$ cat config.mk
export PLATFORM = sky130hd
export DESIGN_NAME = fetch_seq
export DESIGN_NICKNAME = d
export VERILOG_FILES = /design/src/rtl/fetch_seq.sv
export SDC_FILE = /design/constraint.sdc
export NUM_CORES = 1
export LEC_CHECK = 0
export CAP_MARGIN = 20
export CORE_UTILIZATION = 55
export CTS_BUF_LIST = sky130_fd_sc_hd__clkbuf_2 sky130_fd_sc_hd__clkbuf_4 sky130_fd_sc_hd__clkbuf_8
export CTS_CLUSTER_DIAMETER = 100
export DETAILED_ROUTE_END_ITERATION = 16
export PLACE_DENSITY = 0.82
export REMOVE_ABC_BUFFERS = 1
export SLEW_MARGIN = 20
export SYNTH_ARGS = -nofsm -noshare
export SYNTH_HDL_FRONTEND = slang
export SYNTH_SLANG_ARGS = --single-unit
$ cat constraint.sdc
create_clock -name clk -period 33.6 [get_ports clk]
set_clock_uncertainty 0.1 [all_clocks]
set_input_delay 6.72 -clock clk [delete_from_list [all_inputs] [get_ports clk]]
set_output_delay 6.72 -clock clk [all_outputs]
set_load 0.02 [all_outputs]
$ cat src/rtl/fetch_seq.sv
// Byte-serial instruction fetch: reads an instruction one byte per accepted memory
// handshake, decodes its fields, and publishes them through shadow registers at DONE.
module fetch_seq (
    input  logic        clk,
    input  logic        reset,
    input  logic        start,
    input  logic [63:0] PC,
    output logic        mem_req,
    output logic [63:0] mem_addr,
    input  logic        mem_ack,
    input  logic [7:0]  mem_data,
    input  logic        mem_err,
    output logic        busy,
    output logic        done,
    output logic [3:0]  icode,
    output logic [3:0]  ifun,
    output logic [3:0]  rA,
    output logic [3:0]  rB,
    output logic [63:0] valC,
    output logic [63:0] valP,
    output logic        instr_valid,
    output logic        imem_error
);

    typedef enum logic [2:0] {
        IDLE,
        BYTE0,
        REGS,
        CONST,
        DONE
    } state_t;

    state_t      state;
    state_t      state_next;

    logic [63:0] pc_q;
    logic [63:0] addr_q;
    logic [3:0]  len_q;
    logic [2:0]  cnt_q;
    logic [3:0]  work_icode;
    logic [3:0]  work_ifun;
    logic [3:0]  work_ra;
    logic [3:0]  work_rb;
    logic [63:0] work_valc;

    logic        commit_ok;
    logic        abort;
    logic [3:0]  fin_icode;
    logic [3:0]  fin_ifun;
    logic [3:0]  fin_ra;
    logic [3:0]  fin_rb;
    logic [63:0] fin_valc;
    logic [3:0]  fin_len;
    logic [3:0]  byte0_len;
    logic [63:0] valc_merged;

    // Total instruction length in bytes, selected by the opcode nibble.
    function automatic logic [3:0] instr_len(input logic [3:0] code);
        case (code)
            4'h0, 4'h1, 4'h9:       instr_len = 4'd1;
            4'h2, 4'h6, 4'hA, 4'hB: instr_len = 4'd2;
            4'h3, 4'h4, 4'h5:       instr_len = 4'd10;
            4'h7, 4'h8:             instr_len = 4'd9;
            default:                instr_len = 4'd1;
        endcase
    endfunction

    assign byte0_len = instr_len(mem_data[7:4]);
    assign mem_addr  = addr_q;

    always_ff @(posedge clk or posedge reset) begin
        if (reset) begin
            state <= IDLE;
        end else begin
            state <= state_next;
        end
    end

    always_comb begin
        state_next  = state;
        commit_ok   = 1'b0;
        abort       = 1'b0;
        mem_req     = 1'b0;
        busy        = 1'b0;
        done        = 1'b0;
        fin_icode   = work_icode;
        fin_ifun    = work_ifun;
        fin_ra      = work_ra;
        fin_rb      = work_rb;
        fin_valc    = work_valc;
        fin_len     = len_q;
        valc_merged = work_valc;
        valc_merged[{cnt_q, 3'b000} +: 8] = mem_data;

        case (state)
            IDLE: begin
                if (start) begin
                    state_next = BYTE0;
                end
            end
            BYTE0: begin
                mem_req = 1'b1;
                busy    = 1'b1;
                if (mem_ack) begin
                    if (mem_err) begin
                        abort      = 1'b1;
                        state_next = DONE;
                    end else begin
                        fin_icode = mem_data[7:4];
                        fin_ifun  = mem_data[3:0];
                        fin_len   = byte0_len;
                        case (byte0_len)
                            4'd1: begin
                                commit_ok  = 1'b1;
                                state_next = DONE;
                            end
                            4'd9:    state_next = CONST;
                            default: state_next = REGS;
                        endcase
                    end
                end
            end
            REGS: begin
                mem_req = 1'b1;
                busy    = 1'b1;
                if (mem_ack) begin
                    if (mem_err) begin
                        abort      = 1'b1;
                        state_next = DONE;
                    end else begin
                        fin_ra = mem_data[7:4];
                        fin_rb = mem_data[3:0];
                        if (len_q == 4'd10) begin
                            state_next = CONST;
                        end else begin
                            commit_ok  = 1'b1;
                            state_next = DONE;
                        end
                    end
                end
            end
            CONST: begin
                mem_req = 1'b1;
                busy    = 1'b1;
                if (mem_ack) begin
                    if (mem_err) begin
                        abort      = 1'b1;
                        state_next = DONE;
                    end else begin
                        fin_valc = valc_merged;
                        if (cnt_q == 3'd7) begin
                            commit_ok  = 1'b1;
                            state_next = DONE;
                        end
                    end
                end
            end
            DONE: begin
                done       = 1'b1;
                state_next = IDLE;
            end
            default: state_next = IDLE;
        endcase
    end

    // Working registers collect the partial instruction; the visible outputs only
    // change when a fetch finishes or aborts, so they stay stable mid-fetch.
    always_ff @(posedge clk or posedge reset) begin
        if (reset) begin
            pc_q        <= 64'd0;
            addr_q      <= 64'd0;
            len_q       <= 4'd1;
            cnt_q       <= 3'd0;
            work_icode  <= 4'h0;
            work_ifun   <= 4'h0;
            work_ra     <= 4'hF;
            work_rb     <= 4'hF;
            work_valc   <= 64'd0;
            icode       <= 4'h0;
            ifun        <= 4'h0;
            rA          <= 4'hF;
            rB          <= 4'hF;
            valC        <= 64'd0;
            valP        <= 64'd0;
            instr_valid <= 1'b1;
            imem_error  <= 1'b0;
        end else begin
            if (state == IDLE && start) begin
                pc_q       <= PC;
                addr_q     <= PC;
                len_q      <= 4'd1;
                cnt_q      <= 3'd0;
                work_icode <= 4'h0;
                work_ifun  <= 4'h0;
                work_ra    <= 4'hF;
                work_rb    <= 4'hF;
                work_valc  <= 64'd0;
            end
            if (mem_req && mem_ack && !mem_err) begin
                addr_q     <= addr_q + 64'd1;
                work_icode <= fin_icode;
                work_ifun  <= fin_ifun;
                work_ra    <= fin_ra;
                work_rb    <= fin_rb;
                work_valc  <= fin_valc;
                len_q      <= fin_len;
                if (state == CONST) begin
                    cnt_q <= cnt_q + 3'd1;
                end
            end
            if (commit_ok) begin
                icode       <= fin_icode;
                ifun        <= fin_ifun;
                rA          <= fin_ra;
                rB          <= fin_rb;
                valC        <= fin_valc;
                valP        <= pc_q + {60'd0, fin_len};
                instr_valid <= (fin_icode <= 4'hB);
                imem_error  <= 1'b0;
            end
            if (abort) begin
                icode       <= 4'h1;
                ifun        <= 4'h0;
                rA          <= 4'hF;
                rB          <= 4'hF;
                valC        <= 64'd0;
                valP        <= pc_q;
                instr_valid <= 1'b1;
                imem_error  <= 1'b1;
            end
        end
    end

    // A pending request must not move or drop until memory accepts it.
    a_req_stable: assert property (@(posedge clk) disable iff (reset)
        (mem_req && !mem_ack) |=> (mem_req && $stable(mem_addr)));

    a_done_not_busy: assert property (@(posedge clk) disable iff (reset)
        done |-> !busy);

endmodule

# [Word level (Yosys, flattened, before mapping)]
# Memory sizes are Yosys's and may differ from the RTL's.
# Cells that the tools add are included.
[word_totals] register_bits=364 mem_bits_ro=48 inputBits=77 word_cells=124 mem_count=1
[mem_list] name="(name not given)" words=16 width=3 read_ports=1 rd_ports_with_merged_regs=0 wr=0 line="59" source="case (code)"
[op_classes] addsub=4 n_lt_le_gt_ge=1 n_eq_ne=13 n_shift=2 muxes=76 n_reduce_logical=9
[op_table] cell="2-to-1 mux 64 bit" count=11
[op_table] cell="2-to-1 mux 4 bit" count=31
[op_table] cell="adder 64 x 1 -> 64 bit, second input constant" count=1
[op_table] cell="adder 64 x 4 -> 64 bit" count=1
[op_table] cell="bitwise mux 64 bit" count=1
[op_table] cell="variable shift 8 x 8 -> 64 bit, first input constant" count=1
[op_table] cell="variable part select 8 x 8 -> 64 bit" count=1
[op_table] cell="2-to-1 mux 3 bit" count=12
[op_table] cell="2-to-1 mux 1 bit" count=18
[op_table] cell="case mux 3 bit (4 select lines)" count=1
[op_table] cell="== test 4 bit, second input constant" count=2
[op_table] cell="!= test 2 bit, second input constant" count=4
[op_table] cell="negator 6 -> 8 bit" count=1
[op_table] cell="== test 3 x 2 -> 1 bit, second input constant" count=2
[op_table] cell="== test 3 bit, second input constant" count=2
[op_table] cell="case mux 3 bit (2 select lines)" count=1
[op_table] cell="AND reduction 5 bit" count=1
[op_table] cell="== test 4 x 1 -> 1 bit, second input constant" count=1
[op_table] cell="<= comparator 4 bit, second input constant" count=1
[op_table] cell="nonzero test 2 bit" count=2
[op_table] cell="adder 3 x 1 -> 3 bit, second input constant" count=1
[op_table] cell="== test 3 x 1 -> 1 bit, second input constant" count=1
[op_table] cell="logical AND 1 bit" count=3
[op_table] cell="zero test 3 bit" count=1
[op_table] cell="other kinds (4)" count=4

# [Logic depth before layout (Yosys ltp)]
# Gate-level depths: netlist (run 1).
[logic_depth] ltp_word=8 mapped_depth=16 depth_no_buf=14

# [Worst setup path after synthesis (run 1)]
# No wires, ideal clock.
[synth_path] kind="in2reg" start="input port mem_err" end="register valP[46]" setup_ps=137 arrival_time_ps=9433 required_time_ps=33363 slack_ps=23930 stages=15 cell_sequence="clkbuf_1 > nor2_1 > and3_1 > clkbuf_1 > o21a_1 > ha_1 > inv_1 > fa_1 > nor2b_1 > o31a_1 > nand4_1 > clkbuf_1 > nor4_1 > xnor2_1 > a21oi_1"
[synth_via] elab_chain_cells=6 elab_cells_between_ends=17 cone_classes="1 x add/sub; 15 x mux; 1 x reduce/logical"
[synth_lines] element="from (decl)" line="12" source="input logic mem_err,"
[synth_lines] element="2-to-1 mux 4 bit" line="105" source="if (mem_err) begin"
[synth_lines] element="2-to-1 mux 4 bit" line="104" source="if (mem_ack) begin"
[synth_lines] element="2-to-1 mux 4 bit" line="95" source="case (state)"
[synth_lines] element="adder 64 x 4 -> 64 bit" line="217" source="valP <= pc_q + {60'd0, fin_len};"
[synth_lines] element="2-to-1 mux 64 bit" line="211" source="if (commit_ok) begin"
[synth_lines] element="2-to-1 mux 64 bit" line="221" source="if (abort) begin"
[synth_lines] element="to (signal assigned)" line="217"
[synth_lines] element="to (signal assigned)" line="227" source="valP <= pc_q;"
[synth_lines] element="to (decl)" line="20" source="output logic [63:0] valP,"
# Parallel ways exist; a longest one is shown, timed or not. The select of a mux whose other input is x is not followed.
# A chain may end at the register's enable or synchronous reset.

# [Final worst setup path (run 1)]
[layout_path] start="input port mem_data[5]" end="register valP[62]"
[layout_via] elab_chain_cells=7 elab_cells_between_ends=13 cone_classes="1 x add/sub; 1 x eq/ne; 9 x mux; 1 x reduce/logical; 1 x memory"
[layout_lines] element="from (decl)" line="11" source="input logic [7:0] mem_data,"
[layout_lines] element="memory read (16 x 3 bit) (*)"
[layout_lines] element="2-to-1 mux 4 bit / == test 4 x 1 -> 1 bit (equally long branches)" line="105, 112"
[layout_lines] element="2-to-1 mux 4 bit / 2-to-1 mux 1 bit (equally long branches)" line="104, 112"
[layout_lines] element="2-to-1 mux 4 bit / 2-to-1 mux 1 bit (equally long branches)" line="95, 105"
[layout_lines] element="adder 64 x 4 -> 64 bit / 2-to-1 mux 1 bit (equally long branches)" line="217, 104"
[layout_lines] element="2-to-1 mux 64 bit / case mux 1 bit (3 select lines) (equally long branches)" line="211, 95"
[layout_lines] element="2-to-1 mux 64 bit / nonzero test 2 bit (equally long branches)"
# Mark *: on every way between the ends. The rest lies on a longest branch, timed or not. The select of a mux whose other input is x is not followed.

==> results, run 1 <==
- The sum of net half-perimeters after detailed placement is 37200 um.
- The per-instance average area after synthesis is 9.11 um^2.
- For this run, the total global-route usage over all layers was measured as 32.4%.
- The iteration-0 DRC count of the detailed router is 1467.
- In the synthesized netlist the dominant register cell turns out to be dfrtp_1.
- Compared with the post-synthesis result, the final layout area differs by 24.7%.
- The largest fanout of any net on the critical path is 17.
- At the end of routability-driven placement, the weighted congestion stood at 0.941.
- The count of yosys warnings during synthesis is 0.
- The type of the worst setup path is in -> reg.
- Setup repair after global routing left no endpoint under its margin.
- The number of max-capacitance violations reported is 0.
- The core box area is 31700 um^2.
- The sum of routed wire length over all layers is 53400 um.
- At the worst endpoint, the required time is 33940 ps.
- The endpoint type of the worst setup path is a flop.
- Data on the critical path arrives at its endpoint at 10890 ps.
- The first detailed-routing pass took 8 iterations.
- The highest achievable clock rate is 94.8 MHz.
- Walking the worst path, the cells encountered are clkdlybuf4s50_1 -> nor2b_1 -> a21o_1 -> nand2_1 -> o21a_1 -> ha_1 -> inv_1 -> fa_1 -> nor2b_1 -> o31a_1 -> nand4_1 -> nor4_1 -> xnor2_1 -> a21oi_1.
- The via count of the first global-routing pass was 15500.
- The die covers 33100 um^2.
- The number of buffers created by CTS is 58.
- In this run, post-CTS repair resized a total of 0 instances.
- The repair_antennas step left the layout with diodes totalling 0.
- The mapped cell area is 17800 um^2.
- The number of remaining DRC errors is 0.
- The initial antenna violation count came to 0.
- Adding up every negative setup slack in the final design gives 0 ps.
- The power per cell area is 87.4 nW/um^2.
- Among cell families on the critical path, the largest total delay comes from simple AND/OR/NAND/NOR gates.
- The die height is 182 um.
- The slowest library cell on the worst path is clkdlybuf4s50_1.
- The routed layout has 16400 vias.
- For this run, the slowest stage of the critical path takes 830 ps.
- The first global-routing pass estimated 85000 um of wire.
- The clock root buffer is clkbuf_8.
- The number of setup buffers added after CTS is 0.
- For this configuration, the core starts out at a cell density of 56.1%.
- The cell that appears most often on the critical path is nor2b_1.
- The synthesized design contains 0 enable-type register cells.
- Synthesis produced 1952 cells.
- The floorplan step set the die width to 182 um.
- In the final design database the tool counted 2285 nets.
- The share of the cycle needed by the critical path after routing is 31.4%.
- The count of pins over their slew limit is 0.
- Clock-pin slew was measured on the worst setup and hold paths at 60 ps.
- In the synthesized netlist the async set-or-reset flop fraction comes to 100%.
- The count of port buffers added during placement is 289.
- The number of sinks on the clock net is 364.
- The shortest period the worst path allows is 10550 ps.
- The total congestion overflow is 0.
- The relative max-transition margin is 34.1%.
- The multi-input combinational cells in the finished layout cover a total of 8040 um^2.
- In the final routed layout, each cell accounts on average for 20.2 um.
- The reported leakage power is 9.14 nW.
- The clock reaches the later pin of the worst-skew pair after 610 ps.
- The post-route netlist has 9.42% of its cells at a drive strength greater than 1.
- Setup violations remaining at the end of the flow were counted as 0.
- The filler cell count in the final layout is 2397.
- Cells fill 69.9% of the core in the end.
- The I/O pin total is 290.
- The run finished with clean final reports.
- Entering global routing, the biggest net connects 135 pins.
- The number of hold violations in the final report is 0.
- The total power is 0.00194 W.
- The H-tree depth is 2.
- The hold buffer count at CTS is 0.
- The sequential-to-total area share from yosys stat is 51.3%.
- The sequential cells in the finished layout cover a total of 9130 um^2.
- The via density per instance is 6.20.
- The worst setup path is launched from an input pin.
- The critical path contains buffers and inverters numbering 2 combined.
- The number of rows created at floorplan is 65.
- TritonCTS built the clock tree.
- The count of unique library cells instantiated by Yosys is 64.
- The type of the tightest min-delay check is reg -> reg.
- The maximum vdd drop is 51.1 uV.
- Synthesis inferred 364 register bits.
- The clock passes through at most 3 buffers.
- The transition time at the pin with the least slew margin is 989 ps.
- The remaining number of nets flagged by the antenna check after routing is 0.
-- worst paths after layout --
| kind | depth (start not counted) | from | slack (ps) | end |
|---|---|---|---|---|
| max in group asynchronous | 4 | reset | 24560 | work_icode[1] |
| worst max-delay path | 14 | mem_data[5] | 23050 | valP[62] |
| worst min register to register | 2 | work_ifun[0] | 380 | work_ifun[0] |
| worst max register to register | 13 | state[0] | 29230 | valP[62] |
| worst min-delay path | 2 | work_ifun[0] | 380 | work_ifun[0] |
| min in group asynchronous | 2 | reset | 6610 | valC[23] |
-- worst min-delay path: cells and delay by family (launching register included) --
family           cells  cell delay, ps
flip-flops           1             340
AND/OR/NAND/NOR      2             110
-- sequential cells by signal, summed over array words and instances, names as in the netlist, 64 cells and up --
register,count
valC,64
valP,64
pc_q,64
mem_addr,64
work_valc,64
-- per-stage QoR --
stage	cells	setup WS, ps	hold slack [ps]	instance area [um^2]
after global routing	2642	22810	411	22200
after CTS	2641	23180	379	22100
final	2642	23050	377	22200
after detailed placement	2536	22540	364	20900
after global placement	2536	22680	359	20900
after floorplan	1823	16710	346	17300
-- synthesized netlist by cell type, drive strengths merged (36+ instances only) --
library cell	number	area share, %
dfrtp	346	49
nand2	342	7.2
nor2	191	4.0
a21oi	131	3.7
nand3	116	3.3
clkbuf	101	2.1
o21ai	93	2.6
nor3	62	1.8
mux2i	49	2.8
nand4	48	1.7
xnor2	48	2.4
inv	36	0.76
-- layout by cell type, fill, tap and decap left out, types with 10 or more instances in the layout --
cell and instances:
a221oi_1 30, nor4_1 22, o21ai_0 89, a21oi_1 131, nor2b_1 10, o211ai_1 16
clkbuf_4 25, mux2i_1 49, nand3_1 115, dfrtp_1 346, xnor2_1 48, nor3_1 57
inv_1 35, o22ai_1 10, o22a_1 12, a22o_1 19, buf_4 21, dfstp_2 18
nand4_1 47, a211oi_1 14, a31o_2 25, ha_1 12, a31oi_1 16, nor2_1 190
o311ai_0 10, clkbuf_8 75, or3_1 14, and2_1 12, mux2_2 17, and3_1 26
clkdlybuf4s50_1 289, nand2_1 340
-- power by group --
group	total (W)	switching [W]	internal (W)
Combinational	0.000784	0.000450	0.000334
Clock	0.000403	0.000176	0.000228
Sequential	0.000751	0.000162	0.000589
-- cell type report --
type / count / area share (%)
multi-input cells: 1422 / 36.3
clock buffers: 100 / 5.50
flip-flops and latches: 364 / 41.2
well taps: 402 / 2.27
repair buffers: 312 / 13.9
clock inverters: 5 / 0.186
inverters: 37 / 0.660
-- kinds of logic (layout without fill, tap and decap cells) --
kind of cell / after synthesis / in the layout / synth area share [%]
AOI/OAI and AO/OA: 417 / 417 / 15.2
xor gates and xnor gates: 51 / 51 / 2.51
adders and majority gates: 13 / 13 / 0.957
buffers and inverters: 166 / 454 / 3.68
DFF: 364 / 364 / 51.3
muxes: 66 / 66 / 3.83
and+or+nand+nor: 875 / 875 / 22.5
-- routing by layer --
metal  track usage [%]  wire, um  part of all wire, %
met2              48.2     23700                   44
met3              7.30      5370                   10
met5                 0         0                    0
met4              12.4      1880                  3.5
met1              46.2     22500                   42
Power figures use the tool's default switching activity.
==> run 2: changes to the inputs <==
Clock period 33.6 ns to 10.61 ns, I/O delays scaled along.
==> run 2 against run 1 <==
  * Sequential cell count did not move
  * Wire length up 0.87%
  * Largest cell class unchanged
  * Critical path type unchanged
  * Worst hold slack got worse by 1.0 ps
  * Register-to-register slack lost 23000 ps
  * Sequential share of layout area about the same
==> results, run 2 (synthesis gave the netlist of run 1 again) <==
- The flow ran to the end, and the final reports show no timing, DRC or antenna violations.
- The detailed-router iteration count before antenna repair is 5 (-3).
- The weighted congestion reported at the end of routability-driven placement was 0.933 (-0.82%).
- The initial core utilization is 56.1% (unchanged).
- The via count of the first global-routing pass was 15400 (-0.55%).
- The largest individual stage delay along the critical path comes from the cell clkdlybuf4s50_1.
- The destination of the worst register-to-register timing path is valP[54].
- The number of max-capacitance violations reported was 0 (unchanged).
- The total placed instance area is 20900 um^2 (about the same).
- Leaving out fill and tap cells, the most frequent cell in the layout is dfrtp_1.
- Dividing the final minimum period by the clock period gives 56.6%.
- For this run, the top clock speed supported by timing is 166 MHz.
- The largest net degree at the start of global routing is 186 (+38%).
- The clock slew at the register clock pins of the worst setup and hold paths came to 60 ps (about the same).
- The number of cells in the design after placement is 2534 (-0.079%).
- The count of placed standard cells in the final layout, fillers left out is 2640 (-0.076%).
- The largest stage delay on the critical path is 840 ps (about the same).
- The core box area is 31700 um^2 (unchanged).
- The final net count is 2283 (-0.088%).
- The number of sinks on the clock net is 364 (unchanged).
- The critical path required time is 10950 ps (-22990 ps).
- The tightest min-delay check is of the reg -> reg type.
- The iteration-0 DRC count of the detailed router is 1567 (+6.8%).
- Walking the worst path, the cells encountered are clkdlybuf4s50_1 -> nor2b_1 -> a21o_1 -> nand2_1 -> o21a_1 -> ha_1 -> inv_1 -> fa_1 -> nor2b_1 -> o31a_1 -> nand4_1 -> nor4_1 -> xnor2_1 -> a21oi_1.
- The register-to-register setup slack is 6210 ps (-23020 ps).
- The number of buffers created by CTS is 58 (unchanged).
- The initial antenna violation count is 0 (unchanged).
- Setup repair after global routing left no endpoint under its margin.
- The setup TNS after final layout is 0 ps (unchanged).
- The post-synthesis to final-layout area growth was 24.6% (about the same).
- The count of pins over their slew limit came to 0 (unchanged).
- The number of hold violations in the final report is 0 (unchanged).
- The smallest setup slack after layout came to 4600 ps (-18450 ps).
- The first-pass GRT wire length is 85600 um (+0.71%).
- The arrival time of the worst setup path was 6350 ps (-4540 ps).
- The count of cells along the worst register-to-register path was 13 (unchanged).
- The via density per instance is 6.16 (-0.68%).
- The power per cell area came to 278 nW/um^2 (+220%).
- The detailed-route via count is 16300 (-0.76%).
- The relative max-transition margin is 24.5% (-9.6 points).
- In this run the most critical hold path is launched from work_ifun[0].
- The maximum vdd drop is 175 uV (+240%).
- The filler cell count in the final layout came to 2413 (+0.67%).
- The proportion of layout cells with a drive suffix above 1 was 9.29% (-0.13 points).
- The smallest clock period supported by the final layout is computed as 6010 ps.
- The worst slack at placement was 4180 ps (-18360 ps).
- The total routing usage reported by global routing is 32.7% (+0.36 points).
- In the layout the commonest cells are dfrtp_1 (346), nand2_1 (340), clkdlybuf4s50_1 (289), nor2_1 (190), a21oi_1 (131).
- STA classifies the critical path endpoint as a flop.
- The number of rows created at floorplan is 65 (unchanged).
- The largest buffer count on any clock path is 3 (unchanged).
- The I/O pin total was 290 (unchanged).
- The final antenna diode count is 0 (unchanged).
- The hold buffer count at CTS is 0 (unchanged).
- TritonCTS built the clock tree.
- The reported leakage power is 9.13 nW (about the same).
- The area of all placed cells without fillers is 22200 um^2 (about the same).
- The horizontal die dimension came to 182 um (unchanged).
- The critical path starts at mem_data[5].
- Broken down by cell family, the worst path's largest delay share belongs to simple AND/OR/NAND/NOR gates.
- The transition time at the pin with the least slew margin came to 1130 ps (+145 ps).
- The end of the worst hold path is work_ifun[0].
- The clock root buffer is clkbuf_8.
- The total congestion overflow is 0 (unchanged).
- The final number of setup-violating endpoints is 0 (unchanged).
- The largest fanout of any net on the critical path is 17 (unchanged).
- The H-tree depth is 2 (unchanged).
- The number of setup buffers added after CTS is 0 (unchanged).
- The clock network latency to the later pin of the worst-skew pair is 620 ps (about the same).
- The per-cell routed wire length is 20.4 um (+0.95%).
- The number of buffer and inverter instances along the worst setup path is 2 (unchanged).
- The number of cells on the worst hold path is 2 (unchanged).
- The critical path is of the in -> reg type.
- The remaining number of nets flagged by the antenna check after routing is 0 (unchanged).
- The number of remaining DRC errors is 0 (unchanged).
- The most frequent cell on the critical path is nor2b_1.
- The sum of net half-perimeters after detailed placement was 37300 um (+0.14%).
- The count of port buffers added during placement is 289 (unchanged).
- The kind of start point of the critical path is an input pin.
- The die height is 182 um (unchanged).
- The post-CTS resize count is 0 (unchanged).
- The die footprint is 33100 um^2 (unchanged).
- The launching point of the worst reg2reg path is state[0].
- The sum of routed wire length over all layers is 53900 um (+0.87%).
-- run 2: cell count changes in the layout (fill, tap and decap cells not counted), sizes merged --
| cell | delta |
|---|---|
| buf | -2 |
| clkinv | +6 |
| bufinv | +1 |
| clkbuf | -7 |
-- run 2: through the flow --
step | util (%) | total power [W] | hold WS (ps)
2_1_floorplan | - | 0.00369 | 346
3_3_place_gp | 65.8 | 0.00478 | 359
3_5_place_dp | 65.8 | 0.00484 | 363
4_1_cts | 69.8 | 0.00614 | 378
5_1_grt | 69.9 | 0.00649 | 402
6_report | 69.9 | 0.00616 | 376
-- run 2: power by group --
part | switching, W | total, W | internal, W
Sequential | 0.000518 | 0.00238 | 0.00187
Combinational | 0.00143 | 0.00249 | 0.00106
Clock | 0.000565 | 0.00129 | 0.000723
-- run 2: cell type report --
cell class | count | area, um^2 | share of cell area (%)
Clock buffer | 93 | 1170 | 5.27
Clock inverter | 12 | 101 | 0.457
Inverter | 37 | 146 | 0.660
Multi-Input combinational cell | 1422 | 8030 | 36.2
Sequential cell | 364 | 9130 | 41.2
Tap cell | 402 | 503 | 2.27
Timing Repair Buffer | 310 | 3080 | 13.9
-- run 2: worst max path at each step --
stage | endpoint | slack (ps) | cells after the start
2_1_floorplan | cnt_q[0] | -1690 | 1
3_3_place_gp | valP[56] | 4300 | 14
3_5_place_dp | valP[54] | 4180 | 14
4_1_cts | valP[54] | 4810 | 14
5_1_grt | valP[54] | 4400 | 14
6_report | valP[54] | 4600 | 14
-- run 2: layer usage --
layer	track usage (%)	wire, um
met1	47.3	23200
met2	49.1	24000
met3	6.34	4930
met4	12.0	1770
met5	0	0
-- run 2: worst reg2reg max path: stages, from the launching register on --
cell and delay (ps):
dfrtp_1 460, clkinv_1 260, nor2_1 190, and3_1 380
o21a_1 190, ha_1 170, inv_1 50, fa_1 380
nor2b_1 240, o31a_1 370, nand4_1 600, nor4_1 520
xnor2_1 190, a21oi_1 120
